### config.mk
export PLATFORM = sky130hd
export DESIGN_NAME = fetch_ctrl
export DESIGN_NICKNAME = d
export VERILOG_FILES = /design/src/rtl/fetch_ctrl.sv
export SDC_FILE = /design/constraint.sdc
export NUM_CORES = 1
export LEC_CHECK = 0
export CORE_MARGIN = 2
export CORE_UTILIZATION = 48
export DETAILED_ROUTE_END_ITERATION = 10
export GPL_ROUTABILITY_DRIVEN = 0
export PLACE_DENSITY = 0.81
export SKIP_CTS_REPAIR_TIMING = 1
export SLEW_MARGIN = 20
export SYNTH_ARGS = -nofsm -noshare
export SYNTH_HDL_FRONTEND = slang
export SYNTH_SLANG_ARGS = --single-unit
### constraint.sdc
create_clock -name clk -period 3.1 [get_ports clk]
set_clock_uncertainty 0.2 [all_clocks]
set_input_delay 0.93 -clock clk [delete_from_list [all_inputs] [get_ports clk]]
set_output_delay 0.93 -clock clk [all_outputs]
set_load 0.1 [all_outputs]
### src/rtl/fetch_ctrl.sv
// fetch_ctrl: instruction-fetch sequencer.
// Owns the PC (F), issues byte addresses to a one-cycle-latency instruction
// memory and presents a valid/pc/instr triple to decode. Handles decode
// stalls with a hold buffer, execute redirects with a one-bubble flush, and
// latches a sticky fault on illegal redirect targets or sequential overrun.
module fetch_ctrl #(
  parameter logic [31:0] RESET_PC = 32'h0000_0000,
  parameter int          INS      = 64
) (
  input  logic        clk,
  input  logic        rst_n,
  input  logic        stall,
  input  logic        redirect_valid,
  input  logic [31:0] redirect_pc,
  output logic [31:0] mem_addr,
  input  logic [31:0] mem_rdata,
  output logic        if_valid,
  output logic [31:0] if_pc,
  output logic [31:0] if_instr,
  output logic        fault,
  output logic [31:0] fetch_cnt
);

  // Highest legal word address in ins_mem.
  localparam logic [31:0] LAST_PC = 32'(4 * INS - 4);

  typedef enum logic [1:0] {
    S_RUN   = 2'd0,
    S_STALL = 2'd1,
    S_FAULT = 2'd2
  } state_e;

  state_e      state_q;
  logic [31:0] f_q;
  logic        dv_q;
  logic [31:0] dpc_q;
  logic [31:0] hinstr_q;
  logic        fault_q;
  logic [31:0] cnt_q;

  logic        redir_bad;
  logic        accept;
  logic        at_last;

  // Classify the redirect target and detect an accepted delivery.
  always_comb begin
    redir_bad = (redirect_pc[1:0] != 2'b00) || (redirect_pc > LAST_PC);
    accept    = dv_q && !stall && !redirect_valid;
    at_last   = (f_q == LAST_PC);
  end

  // Fetch FSM: PC, in-flight slot, hold buffer, sticky fault and counter.
  always_ff @(posedge clk or negedge rst_n) begin
    if (!rst_n) begin
      state_q  <= S_RUN;
      f_q      <= RESET_PC;
      dv_q     <= 1'b0;
      dpc_q    <= 32'h0;
      hinstr_q <= 32'h0;
      fault_q  <= 1'b0;
      cnt_q    <= 32'h0;
    end else begin
      // Counting is state-independent: a delivery is consumed whenever decode
      // takes it and no redirect flushes it on the same edge.
      if (accept) cnt_q <= cnt_q + 32'd1;

      case (state_q)
        S_RUN, S_STALL: begin
          if (redirect_valid) begin
            // Redirect wins over stall and flushes whatever is shown.
            dv_q <= 1'b0;
            if (redir_bad) begin
              fault_q <= 1'b1;
              state_q <= S_FAULT;
            end else begin
              f_q     <= redirect_pc;
              state_q <= S_RUN;
            end
          end else if (!stall) begin
            // Advance. During a stall memory kept addressing F, so the
            // next mem_rdata already belongs to the new D_pc.
            dpc_q <= f_q;
            dv_q  <= 1'b1;
            if (at_last) begin
              // Last word still gets delivered; F does not walk off the end.
              fault_q <= 1'b1;
              state_q <= S_FAULT;
            end else begin
              f_q     <= f_q + 32'd4;
              state_q <= S_RUN;
            end
          end else if (state_q == S_RUN && dv_q) begin
            // First stalled cycle: mem_rdata is still instr(D_pc) now, but
            // next cycle it will be instr(F), so capture it.
            hinstr_q <= mem_rdata;
            state_q  <= S_STALL;
          end
        end
        S_FAULT: begin
          // F is frozen and redirects are ignored; only drain D.
          if (!stall) dv_q <= 1'b0;
        end
        default: state_q <= S_FAULT;
      endcase
    end
  end

  assign mem_addr  = f_q;
  assign if_valid  = dv_q;
  assign if_pc     = dpc_q;
  assign if_instr  = (state_q == S_STALL) ? hinstr_q : mem_rdata;
  assign fault     = fault_q;
  assign fetch_cnt = cnt_q;

endmodule

==> out/qor.csv <==
stage,metric,value,unit
run_status,status,completed,
floorplan,Die ar.,14660,um^2
pwr,Total Power,4824,uW
grt,initial antenna violation count,0,
sta,number of setup violations in the final report,0,
pwr,Leak,0.004570,uW
cts,clock slew at reported path FFs,0.06,ns
yosys,most common cell in the netlist,dfrtp_1,
final_layout,"Core Util, Final",0.7264,
drt,via count,6023,
critical_path,Worst EP required,1.97,ns
cts,CTS max path bufs,2,
sta,maximum clock frequency,328.1,MHz
critical_path,critical path's top delay family,flip-flops,
critical_path,WP data arrival,1.92,ns
critical_path,crit path kind,flop to output pin,
floorplan,CORE AREA,13300,um^2
critical_path,CP bufs+invs,2,
cts,H-Tree Depth,4,
place,IO buf count,197,
yosys,Post-synth EDFFs,0,
drt,first drt pass iteration count,5,
drt,ANT nets after route,0,
sta,Max-slew headroom,0.4172,
yosys,Synth Area per Inst,10.60,um^2
place,DP Wirelength,14.32,mm
critical_path,max incr delay on CP,0.49,ns
yosys,Post-Syn Nets,691,
yosys,synth unique cells,55,
grt,largest net degree at the start of global routing,52,
sta,RSZ-0062 raised after global routing,false,
critical_path,crit path cell chain,"nor2b_4, clkbuf_16, mux2_2, buf_12",
sta,fin crit period,3.048,ns
sta,Final Hold Viols,0,
yosys,Yosys reg bits,132,
yosys,sequential area share after synthesis,0.5019,
floorplan,Ports,198,
yosys,ranking of synthesized cells by area,"dfrtp_1, mux2_2, nand2_1",
yosys,area share of the largest cell type after synthesis,0.5019,
grt,global-route wire length before repair,31.59,mm
final_layout,share of cells above drive strength 1,0.3458,
sta,Slew Limit Fails,0,
final_layout,Syn-to-layout area delta,46.75,%
floorplan,die width,121.1,um
drt,WL/cell,19.37,um
critical_path,"Slowest-stage cell, CP",dfrtp_2,
pwr,PD cells,499.5,nW/um^2
cts,total CTS buffers,17,
drt,initial DRC count,689,
yosys,async set-reset flop share out of synthesis,1.000,
sta,setup_tns,0,ns
yosys,Main synth FF type,dfrtp_1,
cts,latest clock arrival within the worst-skew pair,0.42,ns
final_layout,post-route cell area,9658,um^2
flow_run,max_cap viols,0,
grt,Tot GR Track Use,0.2789,
final_layout,n_diodes,0,
yosys,Post-Syn Area,6581,um^2
pwr,Max IR drop VDD,0.4678,mV
drt,total length of routed wires,20.05,mm
floorplan,cell row count,42,
yosys,Synth area leader,dfrtp_1,
yosys,synth cell count leaders,"dfrtp_1, nand2_1, mux2_2",
critical_path,endpoint class of the critical path,output pin,
drt,# DRC,0,
grt,grt total ovfl,0,
place,Area after DPL,9014,um^2
floorplan,initial core utilization,0.4950,
sta,worst slew pin tran,0.8662,ns
floorplan,die height,121.1,um
min_path,Worst Hold Class,primary input to asynchronous set/reset pin,
final_layout,final-stage net count,916,
critical_path,worst-path fanout max,16,
sta,Tcrit/Tclk final,0.9832,
yosys,cell count after synthesis,621,
drt,Via density,5.819,
yosys,Syn. warnings,0,
critical_path,startpoint types,flop,
cts,CTS sink cnt,132,
grt,vias in the first global route,6145,
cts,TritonCTS clock tree,done,
cts,Root Buffer,clkbuf_16,
-- cell usage in the layout (no fill, tap or decap), types with 5 or more instances in the layout --
master and n:
buf_4 139, dfrtp_1 128, nand2_1 112, mux2_2 71, clkdlybuf4s50_1 66, buf_12 36, nor2_1 26, nand3_1 22
xnor2_1 20, nor4_1 18, clkbuf_16 18, o41ai_1 15, o21ai_0 15, nand4_1 13, and3_1 12, a21oi_1 11
nor3_1 11, xor2_1 11, inv_1 10, o31ai_1 9, o221a_2 7, or3_1 7, and4_1 6, mux2i_1 5
a31oi_1 5
-- final cells by class --
class / instances / area [um^2]
sequential: 132 / 3308
inverter: 12 / 45.04
tap: 176 / 220.2
fill: 914 / 3637
clock inverter: 9 / 125.1
clock buffer: 23 / 488.0
timing repair buffer: 243 / 2461
multi-input combinational: 440 / 3010
-- final timing paths --
| check | from | end | slack (ns) | cells after the start |
|---|---|---|---|---|
| worst max-delay path | state_q[1] | if_instr[10] | 0.05 | 4 |
| max in group asynchronous | rst_n | mem_addr[29] | 1.80 | 2 |
| worst min-delay path | rst_n | fetch_cnt[25] | 0.26 | 1 |
| min in group clk | if_pc[26] | if_pc[26] | 0.27 | 2 |
| worst min register to register | if_pc[26] | if_pc[26] | 0.27 | 2 |
| worst max register to register | mem_addr[2] | mem_addr[20] | 0.43 | 6 |
-- through the flow --
stage / worst slack (ns) / hold slack, ns / cells
after CTS: -0.02199 / 0.2660 / 1034
after global routing: 0.01542 / 0.2803 / 1035
after global placement: -0.07543 / 0.2527 / 1002
after detailed placement: -0.2357 / 0.2592 / 1002
final: 0.05211 / 0.2576 / 1035
after floorplan: 0.03913 / 0.2736 / 621
-- registers in the layout (all words and copies together), names as in the netlist --
signal     cells
if_pc         32
fetch_cnt     32
fault          1
state_q        2
if_valid       1
hinstr_q      32
mem_addr      32
-- worst register-to-register path: stages, from the launching register on --
cell and delay [ns]:
dfrtp_1 0.46, ha_1 0.26, nand3_1 0.27, nor4_1 0.70, a41oi_1 0.21, o41ai_1 0.30, o41ai_1 0.14
-- power breakdown --
group	switching, uW	internal, uW	leakage, uW
Clock	740	1340	0.000299
Combinational	635	282	0.00251
Sequential	49.8	1770	0.00176
-- routing by layer --
metal / GRT usage / share of wire / up-vias
li1: - / - / 2710
met1: 0.3495 / 0.39 / 2913
met2: 0.4540 / 0.50 / 331
met3: 0.07331 / 0.084 / 69
met4: 0.1235 / 0.027 / 0
met5: 0 / 0 / -
-- logic make-up after synthesis --
| group | count (synthesis) | synth area share |
|---|---|---|
| AO/OA/AOI/OAI | 82 | 0.09392 |
| XOR/XNOR | 31 | 0.04125 |
| adder cells (fa/ha/maj) | 2 | 0.003802 |
| buffers and inverters | 49 | 0.04354 |
| flip-flops | 132 | 0.5019 |
| multiplexers | 76 | 0.1291 |
| AND/OR/NAND/NOR | 249 | 0.1865 |
No activity file was read; power rests on OpenSTA's default activity.
